===== config.mk =====
export PLATFORM = sky130hd
export DESIGN_NAME = keypad_matrix_scanner
export DESIGN_NICKNAME = d
export VERILOG_FILES = /design/src/rtl/keypad_pkg.sv /design/src/rtl/keypad_evt_fifo.sv /design/src/rtl/keypad_matrix_scanner.sv
export SDC_FILE = /design/constraint.sdc
export NUM_CORES = 1
export LEC_CHECK = 0
export BUFFER_PORTS_ARGS = -buffer_cell sky130_fd_sc_hd__buf_2
export CAP_MARGIN = 20
export CORE_MARGIN = 2
export CORE_UTILIZATION = 45
export CTS_CLUSTER_DIAMETER = 50
export DETAILED_ROUTE_END_ITERATION = 7
export GPL_ROUTABILITY_DRIVEN = 1
export SETUP_SLACK_MARGIN = 0.1
export SLEW_MARGIN = 10
export SYNTH_ARGS = -nofsm -noshare
export SYNTH_HDL_FRONTEND = slang
export SYNTH_HIERARCHICAL = 1
export SYNTH_SLANG_ARGS = --single-unit

===== constraint.sdc =====
create_clock -name Clock -period 2.1 [get_ports Clock]
set_input_delay 0.315 -clock Clock [delete_from_list [all_inputs] [get_ports Clock]]
set_output_delay 0.315 -clock Clock [all_outputs]
set_load 0.02 [all_outputs]

===== src/rtl/keypad_pkg.sv =====
// Shared types, default parameters and key indexing for the keypad matrix scanner.
package keypad_pkg;

  localparam int unsigned DEF_ROWS       = 4;
  localparam int unsigned DEF_COLS       = 4;
  localparam int unsigned DEF_DWELL      = 4;
  localparam int unsigned DEF_DEB        = 4;
  localparam int unsigned DEF_FIFO_DEPTH = 8;

  // Event record is sized for the largest supported matrix (16 rows, 32 columns);
  // smaller instances leave the upper bits at zero.
  localparam int unsigned MAX_ROWS  = 16;
  localparam int unsigned MAX_COL_W = 5;

  typedef struct packed {
    logic [MAX_COL_W-1:0] col;
    logic [MAX_ROWS-1:0]  press;
    logic [MAX_ROWS-1:0]  rel;
  } keypad_evt_t;

  function automatic int unsigned key_idx(input int unsigned col, input int unsigned row,
                                          input int unsigned rows);
    return col * rows + row;
  endfunction

endpackage


===== src/rtl/keypad_evt_fifo.sv =====
// Event queue for the keypad scanner: drops new entries when full (ovf pulse), push+pop when full succeeds.
module keypad_evt_fifo #(
  parameter int unsigned WIDTH = 8,
  parameter int unsigned DEPTH = 8
) (
  input  logic             i_clk,
  input  logic             i_rst_n,
  input  logic             i_push,
  input  logic [WIDTH-1:0] i_wdata,
  input  logic             i_ready,
  output logic             o_valid,
  output logic [WIDTH-1:0] o_rdata,
  output logic             o_ovf
);

  localparam int unsigned AW = $clog2(DEPTH);

  logic [AW:0]      r_wr_ptr;
  logic [AW:0]      r_rd_ptr;
  logic [WIDTH-1:0] r_mem [DEPTH];
  logic             r_ovf;
  logic             w_empty;
  logic             w_full;
  logic             w_pop;
  logic             w_wr;

  // Extra pointer MSB separates full from empty when the index bits match.
  assign w_empty = (r_wr_ptr == r_rd_ptr);
  assign w_full  = (r_wr_ptr[AW] != r_rd_ptr[AW]) && (r_wr_ptr[AW-1:0] == r_rd_ptr[AW-1:0]);
  assign w_pop   = !w_empty && i_ready;
  assign w_wr    = i_push && (!w_full || w_pop);

  always_ff @(posedge i_clk or negedge i_rst_n) begin
    if (!i_rst_n) begin
      r_wr_ptr <= '0;
      r_rd_ptr <= '0;
      r_ovf    <= 1'b0;
    end else begin
      if (w_wr)  r_wr_ptr <= r_wr_ptr + 1'b1;
      if (w_pop) r_rd_ptr <= r_rd_ptr + 1'b1;
      r_ovf <= i_push && w_full && !w_pop;
    end
  end

  always_ff @(posedge i_clk) begin
    if (w_wr) r_mem[r_wr_ptr[AW-1:0]] <= i_wdata;
  end

  assign o_valid = !w_empty;
  assign o_rdata = w_empty ? '0 : r_mem[r_rd_ptr[AW-1:0]];
  assign o_ovf   = r_ovf;

endmodule


===== src/rtl/keypad_matrix_scanner.sv =====
// Column-scanning keypad reader with per-key frame debounce; the event queue is built
// only when KEYPAD_EVENT_FIFO_EN is defined, otherwise all event outputs are tied to zero.
module keypad_matrix_scanner
  import keypad_pkg::*;
#(
  parameter  int unsigned ROWS       = DEF_ROWS,
  parameter  int unsigned COLS       = DEF_COLS,
  parameter  int unsigned DWELL      = DEF_DWELL,
  parameter  int unsigned DEB        = DEF_DEB,
  parameter  int unsigned FIFO_DEPTH = DEF_FIFO_DEPTH,
  localparam int unsigned COL_W      = (COLS > 1) ? $clog2(COLS) : 1
) (
  input  logic                 Clock,
  input  logic                 Reset,
  input  logic [ROWS-1:0]      H,
  output logic [COLS-1:0]      V,
  output logic [ROWS*COLS-1:0] res,
  output logic                 evt_valid,
  input  logic                 evt_ready,
  output logic [COL_W-1:0]     evt_col,
  output logic [ROWS-1:0]      evt_press,
  output logic [ROWS-1:0]      evt_rel,
  output logic                 evt_ovf
);

  localparam int unsigned KEYS  = ROWS * COLS;
  localparam int unsigned DW_W  = $clog2(DWELL);
  localparam int unsigned CNT_W = $clog2(DEB + 1);

  logic             r_run;
  logic [COL_W-1:0] r_col;
  logic [DW_W-1:0]  r_dwell;
  logic [KEYS-1:0]  r_res;
  logic [KEYS-1:0]  w_tog;
  logic             w_sample;

  // r_run stays low until the first edge after reset so column 0 gets a full dwell.
  assign w_sample = r_run && (r_dwell == DW_W'(DWELL - 1));

  always_ff @(posedge Clock or negedge Reset) begin
    if (!Reset) begin
      r_run   <= 1'b0;
      r_col   <= '0;
      r_dwell <= '0;
    end else if (!r_run) begin
      r_run <= 1'b1;
    end else if (w_sample) begin
      r_dwell <= '0;
      r_col   <= (r_col == COL_W'(COLS - 1)) ? '0 : r_col + 1'b1;
    end else begin
      r_dwell <= r_dwell + 1'b1;
    end
  end

  always_comb begin
    V = '0;
    if (r_run) V[r_col] = 1'b1;
  end

  for (genvar gc = 0; gc < COLS; gc++) begin : g_col
    for (genvar gr = 0; gr < ROWS; gr++) begin : g_row
      localparam int unsigned K = key_idx(gc, gr, ROWS);
      logic [CNT_W-1:0] r_cnt;
      logic             w_hit;
      logic             w_diff;
      logic             w_done;

      assign w_hit    = w_sample && (r_col == COL_W'(gc));
      assign w_diff   = H[gr] ^ r_res[K];
      assign w_done   = (r_cnt == CNT_W'(DEB - 1));
      assign w_tog[K] = w_hit && w_diff && w_done;

      always_ff @(posedge Clock or negedge Reset) begin
        if (!Reset) begin
          r_cnt <= '0;
        end else if (w_hit) begin
          r_cnt <= (!w_diff || w_done) ? '0 : r_cnt + 1'b1;
        end
      end
    end
  end

  always_ff @(posedge Clock or negedge Reset) begin
    if (!Reset) r_res <= '0;
    else        r_res <= r_res ^ w_tog;
  end

  assign res = r_res;

`ifdef KEYPAD_EVENT_FIFO_EN
  logic [ROWS-1:0] w_press;
  logic [ROWS-1:0] w_rel;
  keypad_evt_t     w_evt;
  keypad_evt_t     w_head;
  logic            w_push;
  logic            w_unused_head;

  // Toggles only occur in the column being sampled, so OR-ing across columns is safe.
  always_comb begin
    w_press = '0;
    w_rel   = '0;
    for (int unsigned c = 0; c < COLS; c++) begin
      for (int unsigned r = 0; r < ROWS; r++) begin
        if (w_tog[key_idx(c, r, ROWS)]) begin
          if (H[r]) w_press[r] = 1'b1;
          else      w_rel[r]   = 1'b1;
        end
      end
    end
  end

  always_comb begin
    w_evt                  = '0;
    w_evt.col[COL_W-1:0]   = r_col;
    w_evt.press[ROWS-1:0]  = w_press;
    w_evt.rel[ROWS-1:0]    = w_rel;
  end

  assign w_push = |{w_press, w_rel};

  keypad_evt_fifo #(
    .WIDTH ($bits(keypad_evt_t)),
    .DEPTH (FIFO_DEPTH)
  ) u_evt_fifo (
    .i_clk   (Clock),
    .i_rst_n (Reset),
    .i_push  (w_push),
    .i_wdata (w_evt),
    .i_ready (evt_ready),
    .o_valid (evt_valid),
    .o_rdata (w_head),
    .o_ovf   (evt_ovf)
  );

  assign w_unused_head = ^w_head;
  assign evt_col       = w_head.col[COL_W-1:0];
  assign evt_press     = w_head.press[ROWS-1:0];
  assign evt_rel       = w_head.rel[ROWS-1:0];
`else
  logic w_unused_ready;

  assign w_unused_ready = evt_ready;
  assign evt_valid      = 1'b0;
  assign evt_col        = '0;
  assign evt_press      = '0;
  assign evt_rel        = '0;
  assign evt_ovf        = 1'b0;
`endif

endmodule

# Yosys cells after proc, flatten, opt, wreduce, memory -nomap -nowiden
# Index checks and enable logic that the tools add are counted.
dict set report word_totals {
  register_bits 69
}
dict set report classes {
  muxes 21
  reduce_logical 72
  n_lt_le_gt_ge 2
  n_addsub 18
  bitwise_logic 17
  eq_ne 20
}
# op n
set op_table {}
lappend op_table {{$add A3 B1 Y3 const B} 16}
lappend op_table {{$eq A3 B2 Y1 const B} 16}
lappend op_table {{$mux W3} 16}
lappend op_table {{$logic_and A1 B1 Y1} 38}
lappend op_table {{$logic_not A1 Y1} 16}
lappend op_table {{$logic_or A1 B1 Y1} 16}
lappend op_table {{$xor A1 B1 Y1} 16}
lappend op_table {{$xor A16 B16 Y16} 1}
lappend op_table {{$eq A2 B2 Y1 const B} 3}
lappend op_table {{$add A2 B1 Y2 const B} 2}
lappend op_table {{$mux W2} 2}
lappend op_table {{$mux W4} 1}
lappend op_table {{$lt A2 B3 Y1 const B} 1}
lappend op_table {{$demux W1 S2} 1}
lappend op_table {{$eq A2 B1 Y1 const B} 1}
lappend op_table {{$ge A2 B1 Y1 const B} 1}
lappend op_table {{$logic_not A2 Y1} 1}
lappend op_table {{$reduce_and A2 Y1} 1}
lappend op_table {{$mux W1} 1}

# Depth between registers and ports, before layout
dict set report logic_depth {
  depth_word 6
  ltp_mapped 6
  ltp_nobuf 5
}

# Worst setup path before layout
# Ideal clock, no wire load.
dict set report synth_path {
  path_type {reg-to-reg}
  startpoint {reg r_dwell[0]}
  endpoint {reg r_res[0] (netlist: res[0])}
  t_required_ns 1.975
  stages_incl_launch_ff 7
  setup_slack_ns 0.564
  arrival_ns 1.412
  path_buffers 2
  period_less_slack_ns 1.536
  path_cell_list {dfrtp_1 -> ha_1 -> buf_4 -> and3_2 -> buf_6 -> nand2_1 -> mux2_2}
}
dict set report synth_between {
  elab_chain_len 6
}
# element line
set synth_lines {}
lappend synth_lines {{from (decl)} keypad_matrix_scanner.sv:32} ;# logic [DW_W-1:0] r_dwell;
lappend synth_lines {{from (signal assigned)} keypad_matrix_scanner.sv:51} ;# r_dwell <= r_dwell + 1'b1;
lappend synth_lines {{$eq A2 B2 Y1} keypad_matrix_scanner.sv:38} ;# assign w_sample = r_run && (r_dwell == DW_W'(DWELL - 1));
lappend synth_lines {{$logic_and A1 B1 Y1} keypad_matrix_scanner.sv:38}
lappend synth_lines {{$logic_and A1 B1 Y1} keypad_matrix_scanner.sv:68} ;# assign w_hit = w_sample && (r_col == COL_W'(gc));
lappend synth_lines {{$logic_and A1 B1 Y1 (2 in series)} keypad_matrix_scanner.sv:71} ;# assign w_tog[K] = w_hit && w_diff && w_done;
lappend synth_lines {{$xor A16 B16 Y16} keypad_matrix_scanner.sv:85} ;# else r_res <= r_res ^ w_tog;
lappend synth_lines {{to (signal assigned)} keypad_matrix_scanner.sv:85}
lappend synth_lines {{to (decl)} keypad_matrix_scanner.sv:33} ;# logic [KEYS-1:0] r_res;
# Every way passes these cells.
# A chain may end at the register's enable or synchronous reset.

# Worst setup path in the final report
dict set report layout_path {
  startpoint {reg r_col[0]}
  endpoint {out V[0]}
}
dict set report layout_between {
  elab_chain_len 5
}
# element line
set layout_lines {}
lappend layout_lines {{from (decl)} keypad_matrix_scanner.sv:31} ;# logic [COL_W-1:0] r_col;
lappend layout_lines {{from (signal assigned)} keypad_matrix_scanner.sv:49} ;# r_col <= (r_col == COL_W'(COLS - 1)) ? '0 : r_col + 1'b1;
lappend layout_lines {{$lt A2 B3 Y1 (not written as such) or $ge A2 B1 Y1 (tied branches)} keypad_matrix_scanner.sv:57} ;# if (r_run) V[r_col] = 1'b1;
lappend layout_lines {{$logic_and A1 B1 Y1 (not written as such)} keypad_matrix_scanner.sv:57}
lappend layout_lines {{$mux W1 (not written as such)} keypad_matrix_scanner.sv:57}
lappend layout_lines {{$demux W1 S2 (*)} keypad_matrix_scanner.sv:57}
lappend layout_lines {{$mux W4 (*)} keypad_matrix_scanner.sv:57}
lappend layout_lines {{to (decl)} keypad_matrix_scanner.sv:16} ;# output logic [COLS-1:0] V,
# Every way passes the cells marked *; elsewhere a longest branch is shown, timed or not.

==> flow_metrics.env <==
export IMPL_status="finished, final reports clean"
export IMPL_setup_violations=0
export IMPL_postCtsSetupBuffers=0
export IMPL_crit_family="flip-flops"
export IMPL_yosys_warnings=6
export IMPL_n_antenna_cell=0
export IMPL_cts_resized=0
export IMPL_io_pins=39
export IMPL_final_cell_mix="nand2_1, dfrtp_1, ha_1"
export IMPL_maxCapViolations=0
export IMPL_drive_gt1_frac=0.170
export IMPL_wl_met1_mm=2.74
export IMPL_wl_per_cell_um=11.9
export IMPL_synth_area_um2=3700
export IMPL_synth_xor_area_frac=0.0379
export IMPL_hold_violations=0
export IMPL_rsz0062_at_grt="no"
export IMPL_met2_wirelength_mm=2.77
export IMPL_start_kind="flop"
export IMPL_die_h_um=94.7
export IMPL_regToRegEndpoint="res[2]"
export IMPL_grt_max_degree=70
export IMPL_crit_path_end_kind="primary output"
export IMPL_antenna_left=0
export IMPL_synth_compound_area_frac=0.0778
export IMPL_met3_length_um=319
export IMPL_postSynthCellCount=363
export IMPL_htreeDepth=3
export IMPL_setup_tns_final_ps=0
export IMPL_synth_cell_types=21
export IMPL_cts_buffers=9
export IMPL_p_leak_uw=0.00198
export IMPL_min_path_cells=2
export IMPL_post_route_period_util=0.802
export IMPL_grt_pass1_wl_mm=10.2
export IMPL_initial_core_util=0.457
export IMPL_viasPerCell=4.84
export IMPL_clockBufferDepth=2
export IMPL_drt_first_pass_iters=5
export IMPL_cts_root_buf="clkbuf_8"
export IMPL_grt_pass1_vias=2223
export IMPL_max_stage_delay_ps=420
export IMPL_finish_utilization=0.504
export IMPL_hp_class="in -> reg"
export IMPL_ys_ff_latch=69
export IMPL_cts_tree="done"
export IMPL_drv_slew=0
export IMPL_hold_buffers=1
export IMPL_gp_congestion=0.730
export IMPL_antenna_found_initial=0
export IMPL_grt_overflow=0
export IMPL_clock_skew_ps=10.3
export IMPL_critPathBufInv=2
export IMPL_via_count=2421
export IMPL_synth_top_family_by_area="simple AND/OR/NAND/NOR gates"
export IMPL_final_common_cell="nand2_1"
export IMPL_drc=0
export IMPL_arrival_ps=1370
export IMPL_rrSetupSlack_ps=520
export IMPL_layout_nets=434
export IMPL_cp_slowest_cell="dfrtp_1"
export IMPL_required_ps=1780
export IMPL_synth_area_per_cell_um2=10.2
export IMPL_drtIter0Drc=108
export IMPL_die_area_um2=8970
export IMPL_regToRegStartpoint="r_dwell[0]"
export IMPL_grt_use_total=0.150
export IMPL_finalCriticalPeriod_ps=1680
export IMPL_core_um2=8090
export IMPL_fin_hold_ws_ps=385
export IMPL_dpl_hpwl_mm=3.99
export IMPL_die_w_um=94.7
export IMPL_path_cells="inv_1 > ha_1 > and2_1 > buf_2"
export IMPL_crit_type="reg -> out"
export IMPL_postRouteWirelength_mm=5.93
export IMPL_worstPathMaxFanout=5
export IMPL_synth_adder_area_share=0.125
export IMPL_io_buffer_count=25
export IMPL_yosys_area_share_simple=0.162
export IMPL_clkSinkCount=69
export IMPL_min_to="res[14]"
export IMPL_min_delay_start="H[2]"
export IMPL_rows=33
export IMPL_yosysSeqAreaShare=0.467
export IMPL_power_density_nw_per_um2=1340
export IMPL_peakVddDrop_mv=0.591
export IMPL_clkLatencyLatePin_ps=340
export IMPL_syn2layout_area_growth_pct=10.1
export IMPL_rr_worst_depth=4
export IMPL_muxShareOfSynthArea=0.0575
export IMPL_top_layer="met4"
export IMPL_fmax_ghz=0.594
export IMPL_clk_pin_slew_ps=70
==> final cells by class <==
cell class                      count  area (µm²)
Sequential cell                    69        1730
Inverter                           18        67.6
Tap cell                          105         131
Fill cell                         745        4020
Timing Repair Buffer               31         185
Clock buffer                       13         169
Multi-Input combinational cell    261        1750
Clock inverter                      3        42.5
==> worst register-to-register path, delay by kind of cell, from the launching register on <==
family	cells	cell delay, ps
flops	1	400
mux	1	320
simple gates	2	440
fa+ha+maj	1	310
==> synthesized netlist by cell type <==
master,number,area (µm²)
mux2_2,18,203
ha_1,37,463
buf_4,16,120
buf_6,4,45.0
mux2i_1,1,10.0
inv_1,18,67.6
nand3_1,4,20.0
o21ai_1,4,20.0
dfrtp_1,69,1730
and3_2,4,30.0
o31ai_1,16,120
xor2_1,16,140
nand2b_1,25,156
or2b_1,8,60.1
conb_1,2,7.51
a21o_1,1,7.51
nor3_1,1,5.00
nand2_1,81,304
buf_2,6,30.0
and2_1,4,25.0
o21ai_0,28,140
==> where the power goes <==
| group | switching (µW) | internal, µW | leakage [µW] | total (µW) |
|---|---|---|---|---|
| logic | 1110 | 877 | 0.00105 | 1980 |
| clock network | 484 | 644 | 0.000106 | 1130 |
| registers | 403 | 1940 | 0.000828 | 2350 |
| total | 1990 | 3470 | 0.00198 | 5460 |
==> metal layers <==
layer,global-route usage,vias up
li1,-,1223
met1,0.186,1148
met2,0.243,40
met3,0.0463,10
met4,0.0580,0
met5,0,-
==> cell families (layout without fill, tap and decap cells) <==
group / Yosys count / count (layout)
buffers and inverters: 44 / 65
and+or+nand+nor: 127 / 127
muxes: 19 / 19
adders and majority gates: 37 / 37
DFF: 69 / 69
xor gates and xnor gates: 16 / 16
AOI/OAI and AO/OA: 49 / 49
other: 2 / 13
==> worst max-delay path by stage <==
stage               slack [ps]      end  cells past startpoint       start
floorplan                  560   res[0]                      6  r_dwell[0]
global placement           530   res[0]                      4  r_dwell[0]
detailed placement         510  res[11]                      4  r_dwell[0]
CTS                        400     V[0]                      4    r_col[0]
global route               310     V[0]                      4    r_col[0]
finish                     420     V[0]                      4    r_col[0]
==> stage by stage <==
step                instance area, µm²  total power (µW)  setup WS [ps]  std cells
finish                            4080              5460            417        500
global route                      4080              6050            314        500
floorplan                         3740              3880            564        374
detailed placement                3850              4400            514        483
CTS                               4080              5570            400        500
global placement                  3850              4300            534        483
==> state kept, by name, summed over array words and instances (netlist names) <==
register           flops
r_col                  2
r_dwell                2
res                   16
g_col.g_row.r_cnt     48
r_run                  1
No activity file was read; power rests on OpenSTA's default activity.
